$ cat config.mk
export PLATFORM = sky130hd
export DESIGN_NAME = alu_arbiter
export DESIGN_NICKNAME = d
export VERILOG_FILES = /design/src/rtl/alu_arbiter.sv
export SDC_FILE = /design/constraint.sdc
export NUM_CORES = 1
export LEC_CHECK = 0
export ABC_CLOCK_PERIOD_IN_PS = 2700
export CORE_AREA = 2 2 126 128
export DETAILED_ROUTE_END_ITERATION = 8
export DIE_AREA = 0 0 128 130
export MAX_ROUTING_LAYER = met4
export PLACE_DENSITY = 0.65
export SETUP_SLACK_MARGIN = 0.02
export SKIP_LAST_GASP = 1
export SLEW_MARGIN = 20
export SYNTH_ARGS = -nofsm -noshare
export SYNTH_HDL_FRONTEND = slang
export SYNTH_SLANG_ARGS = --single-unit
$ cat constraint.sdc
create_clock -name clk -period 2.7 [get_ports clk]
set_clock_uncertainty 0.15 [all_clocks]
set_input_delay 0.54 -clock clk [delete_from_list [all_inputs] [get_ports clk]]
set_output_delay 0.54 -clock clk [all_outputs]
set_load 0.1 [all_outputs]
$ cat src/rtl/alu_arbiter.sv
// Round-robin share of one combinational ALU between two requesters, each with a one-entry result buffer.
// Latency: request granted in cycle T, result valid in T+1; one operation per cycle in total.
// Backpressure: a full buffer with resp ready low blocks its port; drain and refill can share a cycle.
module alu_arbiter #(
    parameter int DATA_W = 32,
    parameter int CNT_W  = 16
) (
    input  logic              clk,
    input  logic              rst_n,

    input  logic              req0_valid,
    output logic              req0_ready,
    input  logic [DATA_W-1:0] req0_a,
    input  logic [DATA_W-1:0] req0_b,
    input  logic [2:0]        req0_sel,
    input  logic              req0_ext,

    input  logic              req1_valid,
    output logic              req1_ready,
    input  logic [DATA_W-1:0] req1_a,
    input  logic [DATA_W-1:0] req1_b,
    input  logic [2:0]        req1_sel,
    input  logic              req1_ext,

    output logic              resp0_valid,
    input  logic              resp0_ready,
    output logic [DATA_W-1:0] resp0_y,

    output logic              resp1_valid,
    input  logic              resp1_ready,
    output logic [DATA_W-1:0] resp1_y,

    output logic [DATA_W-1:0] alu_a,
    output logic [DATA_W-1:0] alu_b,
    output logic [2:0]        alu_sel,
    output logic              alu_ext,
    input  logic [DATA_W-1:0] alu_y,

    output logic [CNT_W-1:0]  op_count
);

    logic elig0;
    logic elig1;
    logic grant0;
    logic grant1;
    logic last;

    // A buffer can take a new result when empty or being drained this same cycle.
    assign elig0 = rst_n && req0_valid && (!resp0_valid || resp0_ready);
    assign elig1 = rst_n && req1_valid && (!resp1_valid || resp1_ready);

    always_comb begin
        grant0 = 1'b0;
        grant1 = 1'b0;
        if (elig0 && elig1) begin
            grant0 = last;
            grant1 = !last;
        end else begin
            grant0 = elig0;
            grant1 = elig1;
        end
    end

    assign req0_ready = grant0;
    assign req1_ready = grant1;

    always_comb begin
        alu_a   = '0;
        alu_b   = '0;
        alu_sel = 3'd0;
        alu_ext = 1'b0;
        if (grant0) begin
            alu_a   = req0_a;
            alu_b   = req0_b;
            alu_sel = req0_sel;
            alu_ext = req0_ext;
        end else if (grant1) begin
            alu_a   = req1_a;
            alu_b   = req1_b;
            alu_sel = req1_sel;
            alu_ext = req1_ext;
        end
    end

    always_ff @(posedge clk) begin
        if (!rst_n) begin
            resp0_valid <= 1'b0;
            resp1_valid <= 1'b0;
            resp0_y     <= '0;
            resp1_y     <= '0;
            op_count    <= '0;
            last        <= 1'b1;
        end else begin
            if (grant0) begin
                resp0_y     <= alu_y;
                resp0_valid <= 1'b1;
            end else if (resp0_ready) begin
                resp0_valid <= 1'b0;
            end

            if (grant1) begin
                resp1_y     <= alu_y;
                resp1_valid <= 1'b1;
            end else if (resp1_ready) begin
                resp1_valid <= 1'b0;
            end

            if (grant0 || grant1) begin
                last     <= grant1;
                op_count <= op_count + CNT_W'(1);
            end
        end
    end

endmodule

==> metrics.yaml <==
cts_hold_buf: 0
power_density_mw_per_mm2: 543
dpl_cell_area_sq_mm: 0.00836
critPathMaxFanout: 36
final_cell_mix: "168 x clkdlybuf4s50_1, 140 x nand2_1, 102 x buf_4"
final_common_cell: "clkdlybuf4s50_1"
p_comb_frac: 0.452
clockBufferDepth: 2
via_count: 4835
ant_nets: 0
grt_max_degree: 44
swShare: 0.396
synth_edf_count: 0
finish.instance_area_sq_mm: 0.00900
period_share: 1.00
synth_ff_type: "dfxtp_1"
drt-initial-drc-count: 286
avgSynthCellArea_sq_um: 8.10
synthTopCellsByArea: "dfxtp_1 44%, a22o_1 16%, nand2_1 14%, a21oi_1 10%, buf_2 2.5%"
drt-total-wl_um: 18900
grt_pass1_vias: 4977
met1Wirelength_um: 7340
core_region_area_sq_mm: 0.0154
clkSlewWorstSetupHoldPaths_ns: 0.06
synthToLayoutAreaGrowth_pct: 138
clk_latency_ns: 0.34
final_nets: 976
boundaryPins: 326
start_util: 0.245
async_flop_share: 0
place_hpwl_um: 14500
route.met3.wl_um: 1100
topRoutingLayerUsed: "met4"
min_period_ns: 2.71
arrival_ns: 2.02
cp-start-kind: "flop"
cp.required_ns: 2.01
p_leak_nw: 3.75
h-tree-depth: 3
tritoncts: "built"
drive_gt1_frac: 0.361
seqPwrFrac: 0.268
path_class: "reg2out"
status: "finished with violations"
drv_cap: 0
synthCells: 467
dieArea_sq_mm: 0.0166
cts_sinks: 83
gp_congestion: 0.882
clock_power_share: 0.280
die_w_um: 128
yosysWarnings: 0
ys_seq_area_frac: 0.439
num_rows: 46
synth.top_cell.area_share: 0.439
synth_top_cell_by_area: "dfxtp_1"
hold_ws_ns: 0.304
synth_seq_cells: 83
via_per_inst: 4.84
synth_area_sq_mm: 0.00378
syn-num-nets: 642
relSlewSlack: 0.605
setup_slack_ns: -0.00586
hold_violations: 0
violations: "negative setup slack"
globalRouteTotalUtil: 0.231
fillers: 1323
grt_overflow_total: 0
setup_viol: 3
cts_root_buf: "clkbuf_16"
numCtsBuffers: 9
antenna_found_initial: 2
yosysUniqueCellTypes: 32
first_pass_iters: 4
drc_errors: 0
grt_pass1_wl_um: 28200
io_buffers: 325
met2_wirelength_um: 9820
hp-class: "reg2reg"
clock.fmax_ghz: 0.370
drv_slew: 0
intPower_w: 0.00295
p_switching_w: 0.00194
tightest_slew_ns: 0.593
endpoint_kind: "output port"
peakVddDrop_v: 0.000335
wl_per_cell_um: 18.9
chipHeight_um: 130
rsz0062_at_grt: "yes"
[per-layer routing]
metal	vias to the layer above	track usage
met1	2277	0.267
met2	199	0.394
met5	-	-
li1	2325	-
met3	34	0.0472
met4	0	0.0899
[power groups by stage]
stage,clock network (W),registers [W],logic (W)
floorplan,0,0.00170,0.000942
global placement,0,0.00133,0.00212
detailed placement,0,0.00134,0.00214
CTS,0.00139,0.00131,0.00223
global route,0.00146,0.00132,0.00227
finish,0.00137,0.00131,0.00220
[cell usage after synthesis (2+ instances only)]
cell type	n
nand3_1	4
buf_4	5
mux2i_1	4
buf_2	19
nand2b_1	3
nand2_1	140
a22o_1	68
o21ai_0	5
nand4_1	2
nor2_1	3
inv_2	3
clkbuf_1	17
nor2b_1	2
o22ai_1	2
or3_1	6
dfxtp_1	83
o31ai_1	6
nor4bb_1	2
a21oi_1	76
or4_1	5
[sequential cells by signal, summed over array words and instances (netlist names)]
name         cells
resp1_y         32
op_count        16
resp0_y         32
resp0_valid      1
resp1_valid      1
last             1
[worst paths after layout]
check                    from      endpoint  slack, ns  cells after the start
hold / removal    resp0_y[12]   resp0_y[12]       0.30                      2
hold reg to reg   resp0_y[12]   resp0_y[12]       0.30                      2
setup / recovery  resp1_valid     alu_b[31]     -0.006                      7
setup reg to reg  op_count[0]  op_count[12]       0.64                      5
[cell families after synthesis]
kind of cell	count (synthesis)	synth area share
AOI/OAI and AO/OA	160	0.292
DFF	83	0.439
muxes	4	0.0106
adders and majority gates	1	0.00331
buffers and inverters	45	0.0559
and+or+nand+nor	173	0.197
xor gates and xnor gates	1	0.00232
[worst max-delay path: stages, from the launching register on]
cell and delay (ns):
dfxtp_4 0.34, nor2b_4 0.13, buf_4 0.13, o311ai_4 0.28, inv_4 0.08, buf_12 0.19, a22o_2 0.32, buf_12 0.17
[cell type report]
type                    instances  area [sq um]  share of cell area
inverters                       4          20.0             0.00223
multi-input cells             339          2460               0.274
diodes                          2          5.00            0.000556
repair buffers                364          4260               0.474
well taps                     192           240              0.0267
clock buffers                   9           225              0.0250
clock inverters                 7           109              0.0121
flip-flops and latches         83          1670               0.186
[stage by stage]
| step | TNS, ns | cells | setup slack [ns] | power, W | utilization |
|---|---|---|---|---|---|
| 5_1_grt | -2.37 | 1000 | -0.0550 | 0.00505 | 0.583 |
| 3_5_place_dp | -19.81 | 966 | -0.327 | 0.00348 | 0.542 |
| 2_1_floorplan | -2.78 | 467 | -0.0807 | 0.00264 | - |
| 4_1_cts | -0.0417 | 1001 | -0.0150 | 0.00493 | 0.588 |
| 3_3_place_gp | -19.12 | 966 | -0.319 | 0.00346 | 0.542 |
| 6_report | -0.00991 | 1000 | -0.00586 | 0.00488 | 0.583 |
[timing repair]
action	CTS	global route
cloned	5	0
pin swaps	6	2
setup endpoints to repair	70	69
setup buffers	15	0
gates resized for setup	37	2
Power figures use the tool's default switching activity.
